==> config.mk <==
export PLATFORM = sky130hd
export DESIGN_NAME = mux_n_pipe
export DESIGN_NICKNAME = d
export VERILOG_FILES = /design/src/rtl/mux_pkg.sv /design/src/rtl/mux_n_sel.sv /design/src/rtl/mux_n_pipe.sv
export SDC_FILE = /design/constraint.sdc
export NUM_CORES = 1
export LEC_CHECK = 0
export ABC_AREA = 1
export BUFFER_PORTS_ARGS = -buffer_cell sky130_fd_sc_hd__buf_2
export CORE_UTILIZATION = 45
export DETAILED_ROUTE_END_ITERATION = 10
export GPL_ROUTABILITY_DRIVEN = 0
export MAX_ROUTING_LAYER = met4
export PLACE_DENSITY = 0.76
export SYNTH_ARGS = -nofsm -noshare
export SYNTH_HDL_FRONTEND = slang
export SYNTH_SLANG_ARGS = --single-unit
==> constraint.sdc <==
create_clock -name clk -period 1.45 [get_ports clk]
set_input_delay 0.2175 -clock clk [delete_from_list [all_inputs] [get_ports clk]]
set_output_delay 0.2175 -clock clk [all_outputs]
set_load 0.03 [all_outputs]
==> src/rtl/mux_pkg.sv <==
// mux_pkg: shared definitions for the N-way datapath mux family.
//   MUX_MODE_ENC / MUX_MODE_PRIO : select-mode encodings for PRIO_MODE
//   MUX_MAX_N_IN                 : largest supported input count
//   pipe_state_e                 : skid-buffer state, encoded as {out_valid, skid_valid}
//   sel_width()                  : select port width for a given input count and mode
package mux_pkg;

  localparam int MUX_MODE_ENC  = 0;
  localparam int MUX_MODE_PRIO = 1;
  localparam int MUX_MAX_N_IN  = 16;

  typedef enum logic [1:0] {
    ST_EMPTY = 2'b00,
    ST_ONE   = 2'b10,
    ST_FULL  = 2'b11
  } pipe_state_e;

  function automatic int sel_width(input int n_in, input int mode);
    return (mode == MUX_MODE_PRIO) ? (n_in - 1) : $clog2(n_in);
  endfunction

endpackage

==> src/rtl/mux_n_sel.sv <==
// mux_n_sel: combinational N-way, DATA_W-wide select.
//   in_data  : packed inputs, input k at [k*DATA_W +: DATA_W]
//   in_sel   : binary index (PRIO_MODE=0) or priority vector (PRIO_MODE=1)
//   out_data : selected input; zero for an out-of-range index, input N_IN-1
//              when no priority bit is set
module mux_n_sel
  import mux_pkg::*;
#(
  parameter  int DATA_W    = 16,
  parameter  int N_IN      = 3,
  parameter  int PRIO_MODE = MUX_MODE_ENC,
  localparam int SEL_W     = sel_width(N_IN, PRIO_MODE)
) (
  input  logic [N_IN*DATA_W-1:0] in_data,
  input  logic [SEL_W-1:0]       in_sel,
  output logic [DATA_W-1:0]      out_data
);

  if (N_IN < 2 || N_IN > MUX_MAX_N_IN) begin : g_bad_n_in
    $error("mux_n_sel: N_IN out of range");
  end

  if (PRIO_MODE == MUX_MODE_PRIO) begin : g_prio
    // Walk from the highest priority bit down so the lowest set index is
    // the last (winning) assignment.
    always_comb begin
      out_data = in_data[(N_IN-1)*DATA_W +: DATA_W];
      for (int unsigned j = 0; j < N_IN - 1; j++) begin
        if (in_sel[N_IN-2-j]) begin
          out_data = in_data[(N_IN-2-j)*DATA_W +: DATA_W];
        end
      end
    end
  end else begin : g_enc
    always_comb begin
      out_data = '0;
      for (int unsigned k = 0; k < N_IN; k++) begin
        if (32'(in_sel) == k) begin
          out_data = in_data[k*DATA_W +: DATA_W];
        end
      end
    end
  end

endmodule

==> src/rtl/mux_n_pipe.sv <==
// mux_n_pipe: N-input mux with registered output and a 2-entry skid buffer.
//   clk, arst   : clock, asynchronous active-high reset
//   in_data     : packed inputs, input k at [k*DATA_W +: DATA_W]
//   in_sel      : select, sampled together with in_data on accept
//   in_valid    : upstream beat valid
//   in_ready    : registered, low only while both registers hold beats
//   out_data    : registered selected data
//   out_valid   : out_data holds a beat
//   out_ready   : downstream accepts
//   sel_err     : (only with MUX_N_PIPE_SEL_CHECK_EN) sticky flag, set by an
//                 accepted beat with an invalid select, cleared by arst
module mux_n_pipe
  import mux_pkg::*;
#(
  parameter  int DATA_W    = 16,
  parameter  int N_IN      = 3,
  parameter  int PRIO_MODE = MUX_MODE_ENC,
  localparam int SEL_W     = sel_width(N_IN, PRIO_MODE)
) (
  input  logic                   clk,
  input  logic                   arst,
  input  logic [N_IN*DATA_W-1:0] in_data,
  input  logic [SEL_W-1:0]       in_sel,
  input  logic                   in_valid,
  output logic                   in_ready,
  output logic [DATA_W-1:0]      out_data,
  output logic                   out_valid,
  input  logic                   out_ready
`ifdef MUX_N_PIPE_SEL_CHECK_EN
  ,
  output logic                   sel_err
`endif
);

  logic [DATA_W-1:0] sel_data;
  logic              accept;
  logic              deliver;

  pipe_state_e       state_q,     state_d;
  logic [DATA_W-1:0] out_data_q,  out_data_d;
  logic [DATA_W-1:0] skid_data_q, skid_data_d;
  logic              in_ready_q,  in_ready_d;

  mux_n_sel #(
    .DATA_W    (DATA_W),
    .N_IN      (N_IN),
    .PRIO_MODE (PRIO_MODE)
  ) u_sel (
    .in_data  (in_data),
    .in_sel   (in_sel),
    .out_data (sel_data)
  );

  assign out_valid = (state_q != ST_EMPTY);
  assign in_ready  = in_ready_q;
  assign out_data  = out_data_q;
  assign accept    = in_valid && in_ready_q;
  assign deliver   = out_valid && out_ready;

  always_comb begin
    state_d     = state_q;
    out_data_d  = out_data_q;
    skid_data_d = skid_data_q;
    unique case (state_q)
      ST_EMPTY: begin
        if (accept) begin
          out_data_d = sel_data;
          state_d    = ST_ONE;
        end
      end
      ST_ONE: begin
        if (accept && deliver) begin
          out_data_d = sel_data;
        end else if (accept) begin
          skid_data_d = sel_data;
          state_d     = ST_FULL;
        end else if (deliver) begin
          state_d = ST_EMPTY;
        end
      end
      ST_FULL: begin
        if (deliver) begin
          out_data_d = skid_data_q;
          state_d    = ST_ONE;
        end
      end
      default: state_d = ST_EMPTY;
    endcase
    // Registered copy of !skid_valid, computed from the next state so it
    // never lags the skid register.
    in_ready_d = (state_d != ST_FULL);
  end

  always_ff @(posedge clk or posedge arst) begin
    if (arst) begin
      state_q     <= ST_EMPTY;
      out_data_q  <= '0;
      skid_data_q <= '0;
      in_ready_q  <= 1'b1;
    end else begin
      state_q     <= state_d;
      out_data_q  <= out_data_d;
      skid_data_q <= skid_data_d;
      in_ready_q  <= in_ready_d;
    end
  end

`ifdef MUX_N_PIPE_SEL_CHECK_EN
  logic sel_bad;
  logic sel_err_q, sel_err_d;

  if (PRIO_MODE == MUX_MODE_PRIO) begin : g_chk_prio
    assign sel_bad = ($countones(in_sel) > 1);
  end else begin : g_chk_enc
    assign sel_bad = (32'(in_sel) >= N_IN);
  end

  always_comb begin
    sel_err_d = sel_err_q | (accept & sel_bad);
  end

  always_ff @(posedge clk or posedge arst) begin
    if (arst) begin
      sel_err_q <= 1'b0;
    end else begin
      sel_err_q <= sel_err_d;
    end
  end

  assign sel_err = sel_err_q;
`endif

endmodule

### Word-level counts from Yosys, hierarchy flattened

Cells that the tools add are included.

* equal/unequal tests: 8
* reductions and logical operators: 9
* bitwise operators: 1
* multiplexer cells: 13

Operators by type and width (number)
* 16-bit 2-to-1 mux: 6
* 16-bit one-hot mux with 3 select lines: 1
* 2-bit 2-to-1 mux: 5
* 2-bit != test (second input constant): 4
* 2-bit equality test (second input constant): 3
* 2-bit one-hot mux with 3 select lines: 1
* 2-bit logical NOT: 2
* 4-bit AND reduction: 1
* 1-bit logical AND: 3
* 3-bit AND reduction: 1
* 3-bit nonzero test: 1
* 2-bit by 1-bit equality test with 1-bit output (second input constant): 1
* 2-bit nonzero test: 1
* 1-bit inverter: 1

* input port bits: 54
* logic and storage cells: 35
* register bits after elaboration: 35

### Logic depth before layout (Yosys ltp)

Gate-level depths: netlist of run 1.

* depth in word-level cells: 7
* depth in mapped cells: 11
* mapped depth without buffers: 10

### Cells and area by module

A second synthesis of run 1 with hierarchy kept.

* cell total of the unflattened synthesis: 283
* area total of the unflattened synthesis: 2108.3 um^2

By module, submodules not included
* mux_n_pipe: area each 1709.1 um^2, times used 1, cells an instance 209
* mux_n_sel: area each 399.1 um^2, times used 1, cells an instance 74

### Least setup slack after synthesis of run 1

OpenSTA, ideal clock, no wires.

* path kind: reg2reg
* start: register state_q[0]
* end: register out_data_q[0] (netlist: out_data[0])
* path slack: -184 ps
* cell stages (with the launch flop): 10
* buffers on the path: 1
* data required time: 1333 ps
* data arrival time: 1517 ps
* path through: dfrtp_1 -> inv_1 -> ha_1 -> inv_2 -> nand2_4 -> o22ai_1 -> nand2_4 -> buf_6 -> nand2_1 -> nand2_1

* word-level cells in the longest chain between the ends: 5
* elaborated cells on any way between the ends: 12

RTL lines
* start: declaration: line mux_n_pipe.sv:39 `pipe_state_e state_q, state_d;`
* start signal: assignment: line mux_n_pipe.sv:101 `state_q <= state_d;`
* 2-bit nonzero test (*): line mux_n_pipe.sv:54 `assign out_valid = (state_q != ST_EMPTY);`
* via out_valid: line mux_n_pipe.sv:27 `output logic out_valid,`
* 1-bit logical AND (*): line mux_n_pipe.sv:58 `assign deliver = out_valid && out_ready;`
* 1-bit logical AND: line mux_n_pipe.sv:72 `if (accept && deliver) begin`
* 2-bit != test (no source line)
* 4-bit AND reduction (no source line) (*)
* end signal: assignment: line mux_n_pipe.sv:102 `out_data_q <= out_data_d;`
* end: declaration: line mux_n_pipe.sv:40 `logic [DATA_W-1:0] out_data_q, out_data_d;`

The timed path passes the listed nets; every way through them passes the cells marked *.
A chain may end at the register's enable or synchronous reset.

### Final worst setup path of run 1

* start: register state_q[0]
* end: register out_data_q[14] (netlist: out_data[14])

* word-level cells in the longest chain between the ends: 5
* elaborated cells on any way between the ends: 12

RTL lines (line)
* 2-bit nonzero test: mux_n_pipe.sv:54
* 1-bit logical AND: mux_n_pipe.sv:58
* 1-bit logical AND: mux_n_pipe.sv:72
* 2-bit != test (no source line)
* 4-bit AND reduction (no source line)

Several ways; a longest one is shown, not always the timed one.

==> out/metrics.cfg, run 1 <==
[timing]
totalNegativeSetupSlack_ps=-656
fmax_ghz=0.660
skew_ps=11.1
max_slew_margin=0.665
slew_viol_final=0
final.period_utilization=1.04
rsz0062_at_grt=yes
max_slew.worst_pin.slew_ps=501
fin_crit_ps=1510
hold_viol=0
setup_viol=31
setup_slack_ps=-65.0

[finish]
syn_to_final_growth_pct=40.1
multi_input_comb_area_mm2=0.00133
regArea_um2=878
fillers=352
final_cell_area_mm2=0.00297
drive_above_1_share=0.404
nets=442
diodes=0

[setup_path]
crit_path_max_incr_delay_ps=410
arrival_ps=1740
cp-end-kind=register
required_ps=1680
crit_chain=inv_2 -> ha_4 -> inv_4 -> nor2_4 -> a21oi_4 -> nor2_4 -> nand2_1 -> nand2_1
cp-start-kind=register
worstSetupPathType=reg -> reg
worst_path_max_delay_cell=dfrtp_1
crit_path_max_fanout=8

[floorplanning]
chipWidth_um=70.6
dieHeight_um=70.6
start_util=0.477
dieArea_mm2=0.00499
io_pins=72
core_region_area_mm2=0.00444
rows=24

[clock_tree]
clk_latency_ps=290
cts_sinks=35
htree_levels=2
path_clk_slew_ps=70
root_buffer=clkbuf_8
cts_buffer_depth=2
numCtsBuffers=5
cts_tree=yes

[routing]
totalWireLength_mm=5.85
drc=8
post_drt_wl_per_cell_um=13.4
num_vias=2264
drt_iter0_drc=158
drtPass1Iterations=8
ant_nets=0
via_per_inst=5.19

[pwr]
p_seq_frac=0.303
clkPwrFrac=0.114
combPwrFrac=0.582
power.density_mw_per_mm2=2010
p_leak_nw=1.63
p_sw_frac=0.468
internal_power_w=0.00317
switching_power_w=0.00279
peakVddDrop_mv=1.22

[outcome]
violations=design-rule violations, negative setup slack
status=finished with violations

[logic_synthesis]
syn_area_mm2=0.00212
synthDistinctLibCells=25
yosysMostFrequentCell=nand2_1
yosysTopAreaCell=dfrtp_1
yosys-top-cells-area=dfrtp_1, nand2_1, nand3_1, ha_1, buf_6
syn_avg_cell_area_um2=7.09
syn_inst=299
ys_warn_count=0
ys_ff_latch=35
ys_seq_area_frac=0.414
synth_common_cells=nand2_1, nand3_1, dfrtp_1
synth_top_area_frac=0.401
synthFlopType=dfrtp_1
synth_fp_nets=358
synth-edff-count=0
async_flop_share=1.00

[global_route]
grt_use_total=0.247
grt_max_degree=36
grt_pass1_vias=2173
grt_pass1_wl_mm=9.51
overflow=0
antenna_found_initial=0

[placement]
port-buffer-count=71
placed_area_mm2=0.00252
dp_hpwl_mm=3.88

[hold_path]
hold_class=in -> async

[run]
drv_cap=0

==> final cells by class <==
cell class                      instances  area share
Clock inverter                          1     0.00169
Timing Repair Buffer                   89       0.185
Clock buffer                            7      0.0257
Tap cell                               52      0.0219
Sequential cell                        35       0.296
Inverter                               13      0.0232
Multi-Input combinational cell        239       0.447
==> worst max-delay path: cells and delay by family (launching register included) <==
family / cells / cell delay, ps
adder cells (fa/ha/maj): 1 / 200
buffers and inverters: 2 / 160
flip-flops: 1 / 410
AO/OA/AOI/OAI: 1 / 120
AND/OR/NAND/NOR: 4 / 550
==> worst paths after layout <==
| kind | cells after the start | startpoint | slack [ps] | to |
|---|---|---|---|---|
| min | 3 | arst | 8 | out_data[15] |
| min in group clk | 5 | in_data[13] | 270 | skid_data_q[13] |
| min reg2reg | 2 | out_data[2] | 470 | out_data[2] |
| max | 8 | state_q[0] | -60 | out_data[14] |
| max in group asynchronous | 3 | arst | 1090 | state_q[1] |
| max reg2reg | 8 | state_q[0] | -60 | out_data[14] |
==> metrics by stage <==
step / std cells / utilization / power [W] / hold WS [ps] / setup slack [ps]
3_3_place_gp: 416 / 0.568 / 0.00408 / 332 / -59.3
2_1_floorplan: 299 / - / 0.00356 / 371 / 5.34
4_1_cts: 431 / 0.620 / 0.00537 / 37.1 / 1.14
6_report: 436 / 0.668 / 0.00595 / 7.92 / -65.0
5_1_grt: 436 / 0.668 / 0.00632 / 56.5 / -176
3_5_place_dp: 416 / 0.568 / 0.00413 / 343 / -91.7
==> metal layers <==
| metal | share of wire | vias to the layer above | wire (um) | track usage |
|---|---|---|---|---|
| li1 | - | 1113 | - | - |
| met1 | 0.41 | 1070 | 2370 | 0.292 |
| met2 | 0.53 | 71 | 3080 | 0.448 |
| met3 | 0.058 | 10 | 338 | 0.0370 |
| met4 | 0.011 | 0 | 64 | 0.0533 |
| met5 | 0 | - | 0 | - |
==> cell usage in the layout, fill, tap and decap left out, types with 2 or more instances in the layout <==
cell type / n
nand2_4: 11
clkbuf_8: 5
buf_2: 71
inv_1: 5
inv_2: 4
nand2_8: 3
ha_4: 2
nand2_2: 22
nand3_1: 49
nand2_1: 133
buf_12: 3
clkbuf_1: 2
ha_1: 3
nor2_4: 3
nand3_2: 2
buf_4: 13
dfrtp_1: 33
==> power by group through the flow <==
| stage | Combinational, W | Sequential [W] | Clock [W] |
|---|---|---|---|
| 2_1_floorplan | 0.00153 | 0.00202 | 0 |
| 3_3_place_gp | 0.00238 | 0.00170 | 0 |
| 3_5_place_dp | 0.00242 | 0.00171 | 0 |
| 4_1_cts | 0.00298 | 0.00171 | 0.000682 |
| 5_1_grt | 0.00374 | 0.00185 | 0.000726 |
| 6_report | 0.00347 | 0.00180 | 0.000682 |
==> cell families after synthesis <==
logic type                 count (synthesis)  synth area share
buffers and inverters                     27            0.0732
AOI/OAI and AO/OA                          7            0.0260
DFF                                       35             0.414
and+or+nand+nor                          225             0.457
adders and majority gates                  5            0.0295
==> flip-flops by register name (all words and copies together) (netlist names) <==
register and count:
out_data 16, skid_data_q 16, state_q 2, in_ready 1
==> repair_timing <==
| item | CTS | global route |
|---|---|---|
| setup endpoints to repair | 33 | 36 |
| hold buffers | 0 | 0 |
| hold endpoints to repair | 0 | 0 |
| pin swaps | 9 | 25 |
| buffers inserted | 5 | 4 |
| resized for setup | 10 | 52 |
| cloned | 2 | 1 |
No activity file was read; power rests on OpenSTA's default activity.
==> run 2, diff against run 1 <==
Settings changed: CORE_UTILIZATION 45 to 54, PLACE_DENSITY 0.76 to 0.85.
Clock period 1.45 ns to 1.8 ns, I/O delays scaled along.
==> run 2 against run 1 <==
  * Clock skew is 6.3 ps lower
  * Critical path type is now reg -> out
  * Clock power is 20% lower
  * Core utilization is 1.6 points higher
  * The flow now finishes without violations
  * Sequential power is 24% lower
  * Critical endpoint is now out_valid
  * Total power is 37% lower
  * Sequential share of layout area is 4.9 points higher
  * Combinational power is 47% lower
  * First-iteration DRC count is 11% lower
  * Via count is 6.7% lower
  * Global-route usage is 2.1 points higher
==> out/metrics.cfg, run 2 (synthesized netlist as in run 1, its figures left out) <==
[timing]
slew_viol_final=0  ; unchanged
setup_viol=0  ; -100%
max_slew.worst_pin.slew_ps=514  ; +13.3 ps
max_slew_margin=0.657  ; -0.00884
final.period_utilization=0.924
skew_ps=4.85  ; -6.29 ps
hold_viol=0  ; unchanged
fin_crit_ps=1660
hold_ws_ps=63.6  ; +55.7 ps
totalNegativeSetupSlack_ps=0  ; +656 ps
rsz0062_at_grt=no
fmax_ghz=0.601
setup_slack_ps=137  ; +202 ps

[global_route]
grt-busiest-layer=met2
grt_pass1_vias=2046  ; -5.8%
overflow=0  ; unchanged
grt_use_total=0.268  ; +0.0210
grt_max_degree=36  ; unchanged
antenna_found_initial=0  ; unchanged
grt_pass1_wl_mm=8.38  ; -12%
met2_usage=0.482  ; +0.0339
grt_util_met1=0.287  ; -0.00495
use_met3=0.0546  ; +0.0175

[finish]
syn_to_final_growth_pct=19.9
nets=425  ; -3.8%
layout_commonest_cell=nand2_1
drive_above_1_share=0.267  ; -0.137
diodes=0  ; unchanged
mostFrequentLayoutCells=nand2_1, buf_2, nand3_1, dfrtp_1, inv_1
layout.cells.non_filler=415  ; -4.8%

[routing]
totalWireLength_mm=4.95  ; -15%
ant_nets=0  ; unchanged
drt_iter0_drc=141  ; -11%
drtPass1Iterations=4  ; -4
post_drt_wl_per_cell_um=11.9  ; -11%
via_per_inst=5.09  ; -2.0%
num_vias=2112  ; -6.7%
drc=0  ; -8

[setup_path]
crit_path_max_incr_delay_ps=430  ; +20 ps
required_ps=1530  ; -150 ps
arrival_ps=1390  ; -350 ps
cp-start-kind=register
worst_path_max_delay_cell=dfrtp_1
crit_path_max_fanout=5  ; -3
crit_chain=inv_1 -> ha_1 -> inv_2 -> buf_2
cp-end-kind=output port
worstSetupPathType=reg -> out

[placement]
dp_hpwl_mm=3.67  ; -5.5%
dp_slack_ps=147  ; +239 ps
port-buffer-count=71  ; unchanged
dp.cells=407  ; -2.2%

[floorplanning]
chipWidth_um=64.7  ; -8.5%
dieHeight_um=64.7  ; -8.5%
rows=22  ; -8.3%
dieArea_mm2=0.00418  ; -16%
core_region_area_mm2=0.00372  ; -16%
io_pins=72  ; unchanged
start_util=0.570  ; +0.0935

[clock_tree]
htree_levels=2  ; unchanged
root_buffer=clkbuf_8
numCtsBuffers=5  ; unchanged
cts_buffer_depth=2  ; unchanged
cts_sinks=35  ; unchanged
clk_latency_ps=290  ; about the same
path_clk_slew_ps=70  ; about the same
cts_tree=yes

[outcome]
status=finished clean

[hold_path]
hold_class=in -> async

[pwr]
peakVddDrop_mv=0.898  ; -26%
p_leak_nw=1.49  ; -8.3%
power.density_mw_per_mm2=1470  ; -27%

[run]
drv_cap=0  ; unchanged

## run 2: worst paths after layout
check	startpoint	end	slack, ps	cells past startpoint
setup / recovery	state_q[1]	out_valid	140	4
hold / removal	arst	skid_data_q[2]	60	3
setup reg to reg	state_q[0]	skid_data_q[6]	160	8
hold reg to reg	out_data[0]	out_data[0]	480	2
max in group asynchronous	arst	in_ready	1400	3
min in group clk	in_data[4]	skid_data_q[4]	290	5
## run 2: repair_timing
| action | in CTS | in global routing |
|---|---|---|
| buffers inserted | 0 | 0 |
| hold buffers | 0 | 0 |
| resized for setup | 0 | 1 |
| endpoints found under the setup margin | 0 | 10 |
## run 2: where the power goes
part	internal [W]	leakage [nW]	total, W	switching, W
clock network	0.000271	0.0422	0.000546	0.000274
logic	0.000582	1.00	0.00183	0.00125
registers	0.00115	0.448	0.00137	0.000215
total	0.00201	1.49	0.00374	0.00174
## run 2: cell type report
| class | count | area [um^2] |
|---|---|---|
| clock buffer | 7 | 76.3 |
| fill | 350 | 1170 |
| timing repair buffer | 74 | 378 |
| tap | 48 | 60.1 |
| multi-input combinational | 237 | 1090 |
| inverter | 13 | 51.3 |
| sequential | 35 | 877 |
| clock inverter | 1 | 5.00 |
## run 2: per-layer routing
metal / up-vias / routed length [um]
li1: 1073 / -
met1: 998 / 2160
met2: 34 / 2570
met3: 7 / 148
met4: 0 / 66
met5: - / 0
## run 2: per-stage QoR
step	cell area, um^2	total power [W]	util
floorplan	2120	0.00279	-
global placement	2450	0.00313	0.660
detailed placement	2450	0.00319	0.660
CTS	2530	0.00374	0.682
global route	2540	0.00401	0.684
finish	2540	0.00374	0.684
## run 2: critical path: cells and delay by family, from the launching register on
family | cells | cell delay, ps
adders and majority gates | 1 | 230
buffers and inverters | 3 | 440
DFF | 1 | 430
==> run 3, diff against run 2 <==
Settings changed: ABC_AREA 1 to not set, CORE_UTILIZATION 54 to 56, CTS_BUF_LIST set to sky130_fd_sc_hd__clkbuf_4, PLACE_DENSITY 0.85 to 0.88.
==> run 3 against run 2 <==
  * Synthesized cell count down 49%
  * Via count down 26%
  * Worst hold slack worse by 63 ps
  * Clock power down 18%
  * Sequential share of layout area down 2.3 points
  * Count of clock-buffer cells in the layout unchanged
  * Clock skew up 7.9 ps
  * Flip-flop and latch count unchanged
  * Critical path type is now reg -> reg
  * Critical endpoint is now out_data[12]
  * Largest power group unchanged
==> out/metrics.cfg, run 3 <==
[setup_path]
r2r_end=out_data[12]
cp-end-kind=register
worstSetupPathType=reg -> reg
arrival_ps=2010  ; +620 ps
cp-start-kind=register
required_ps=2020  ; +490 ps
ff2ff_path_depth=7  ; -1
r2r_slack_ps=10  ; -150 ps
crit_path_max_fanout=8  ; +3
reg2reg_from=state_q[1]

[finish]
layout_commonest_cell=buf_2
mostFrequentLayoutCells=buf_2, dfrtp_1, mux2_2
diodes=0  ; unchanged
fillers=211  ; -40%
multi_input_comb_area_mm2=0.00113  ; +3.5%
drive_above_1_share=0.642  ; +0.375
nets=301  ; -29%
syn_to_final_growth_pct=31.5
regArea_um2=877  ; unchanged
final_util=0.790  ; +0.106

[run]
drv_cap=0  ; unchanged

[routing]
totalWireLength_mm=4.73  ; -4.4%
post_drt_wl_per_cell_um=16.4  ; +37%
drt_iter0_drc=59  ; -58%
drc=0  ; unchanged
num_vias=1563  ; -26%
ant_nets=0  ; unchanged
via_per_inst=5.41  ; +6.3%
drtPass1Iterations=4  ; unchanged

[clock_tree]
clk_latency_ps=340  ; +50 ps
path_clk_slew_ps=110  ; +40 ps
cts_sinks=35  ; unchanged
ctsHoldBuffers=0  ; unchanged
numCtsBuffers=5  ; unchanged
cts_buffer_depth=2  ; unchanged
htree_levels=2  ; unchanged
root_buffer=clkbuf_4
cts_tree=yes

[logic_synthesis]
synth_fp_nets=212  ; -41%
synth_xor_area_frac=0  ; unchanged
ys_warn_count=0  ; unchanged
ys_seq_area_frac=0.424  ; +0.0105
synthFlopType=dfrtp_1
ys_ff_latch=35  ; unchanged
synth_top_family_by_area=multiplexers
synthAdderAreaFrac=0.0303  ; +0.000750
synth_compound_area_frac=0.0944  ; +0.0685
synth_simple_gate_area_frac=0.0387  ; -0.419
syn_avg_cell_area_um2=13.5  ; +91%
synth.area.mux_share=0.357  ; +0.357
async_flop_share=1.00  ; unchanged
syn_area_mm2=0.00207  ; -2.5%
synth_top_area_frac=0.412  ; +0.0102
yosysTopAreaCell=dfrtp_1
synth-edff-count=0  ; unchanged
synthDistinctLibCells=27  ; +8.0%
syn_inst=153  ; -49%
synth_common_cells=dfrtp_1, mux2_2, mux2i_1, o2bb2ai_1, mux2_4
yosys-top-cells-area=dfrtp_1, mux2_2, mux2i_1, mux2_4, o2bb2ai_1

[floorplanning]
rows=21  ; -4.5%
start_util=0.601  ; +0.0301
chipWidth_um=62.8  ; -2.9%
core_region_area_mm2=0.00344  ; -7.4%
dieArea_mm2=0.00394  ; -5.8%
io_pins=72  ; unchanged
dieHeight_um=62.8  ; -2.9%

[timing]
rsz0062_at_grt=yes
skew_ps=12.8  ; +7.91 ps
hold_ws_ps=0.268  ; -63.4 ps
max_slew.worst_pin.slew_ps=434  ; -80.3 ps
fin_crit_ps=1790  ; +125 ps
setup_viol=0  ; unchanged
max_slew_margin=0.711  ; +0.0539
final.period_utilization=0.994  ; +0.0695
hold_viol=0  ; unchanged
setup_slack_ps=11.6  ; -125 ps
fmax_ghz=0.559  ; -7.0%
slew_viol_final=0  ; unchanged

[placement]
dp_hpwl_mm=3.24  ; -12%
dp_slack_ps=-71.8  ; -219 ps
port-buffer-count=71  ; unchanged

[global_route]
grt_use_total=0.258  ; -0.0102
grt_pass1_vias=1601  ; -22%
antenna_found_initial=0  ; unchanged
overflow=0  ; unchanged
grt_max_degree=36  ; unchanged
grt_pass1_wl_mm=7.56  ; -9.8%

[pwr]
p_total_w=0.00485  ; +30%
power.density_mw_per_mm2=1790  ; +21%
p_leak_nw=1.41  ; -5.4%
peakVddDrop_mv=1.49  ; +66%

[hold_path]
hold_class=in -> async

[outcome]
status=finished clean

-- run 3: changes by cell type in the layout (fill, tap and decap cells not counted), moves of 8 or more --
cell,before,now
clkbuf_4,0,8
mux2i_1,0,16
mux2_2,0,28
mux2_4,0,16
buf_4,3,14
o2bb2ai_1,0,16
nand2_1,163,3
nand3_1,51,0
-- run 3: what timing repair did --
item	4_1_cts	5_1_grt
endpoints found under the setup margin	16	31
pin swaps	3	4
cloned	1	0
endpoints found under the hold margin	0	0
buffers inserted	9	1
resized for setup	5	11
-- run 3: metal layers --
metal  GRT usage  vias up  wire length [um]
met3      0.0620        9               200
met2       0.452       47              2470
li1            -      740                 -
met4      0.0872        0                76
met1       0.286      767              1990
met5           -        -                 0
-- run 3: how the worst max path moves through the flow --
stage | slack, ps | start | endpoint
floorplan | 9 | state_q[1] | out_data[0]
global placement | 20 | state_q[1] | out_data[9]
detailed placement | -70 | state_q[1] | out_data[7]
CTS | 2 | state_q[1] | out_data[5]
global route | -40 | state_q[1] | out_data[4]
finish | 10 | state_q[1] | out_data[12]
-- run 3: critical path, cell delays in order (launching register included) --
cell and delay, ps:
dfrtp_1 430, inv_2 90, ha_4 150, a21bo_1 210
a21oi_2 160, or2_4 180, buf_12 140, mux2_4 300
-- run 3: logic make-up (layout without fill, tap and decap cells) --
kind of cell	after synthesis	in the layout
buffers and inverters	15	105
DFF	35	35
AOI/OAI and AO/OA	24	24
muxes	64	64
and+or+nand+nor	10	10
adders and majority gates	5	5
-- run 3: stage by stage --
stage	setup TNS, ps	cell area [um^2]	std cells
6_report	0	2720	289
5_1_grt	-422	2720	289
4_1_cts	0	2670	288
3_5_place_dp	-692	2500	270
3_3_place_gp	0	2500	270
2_1_floorplan	0	2080	153
-- run 3: power by group --
group          switching (W)  leakage, nW  internal (W)
Clock               0.000265       0.0361      0.000183
Combinational        0.00136        0.938       0.00168
Sequential          0.000200        0.436       0.00117
-- run 3: area by class of cell --
type,instances,area share
flip-flops and latches,35,0.323
clock buffers,7,0.0193
well taps,46,0.0212
clock inverters,1,0.00184
multi-input cells,103,0.416
inverters,5,0.00690
repair buffers,92,0.212
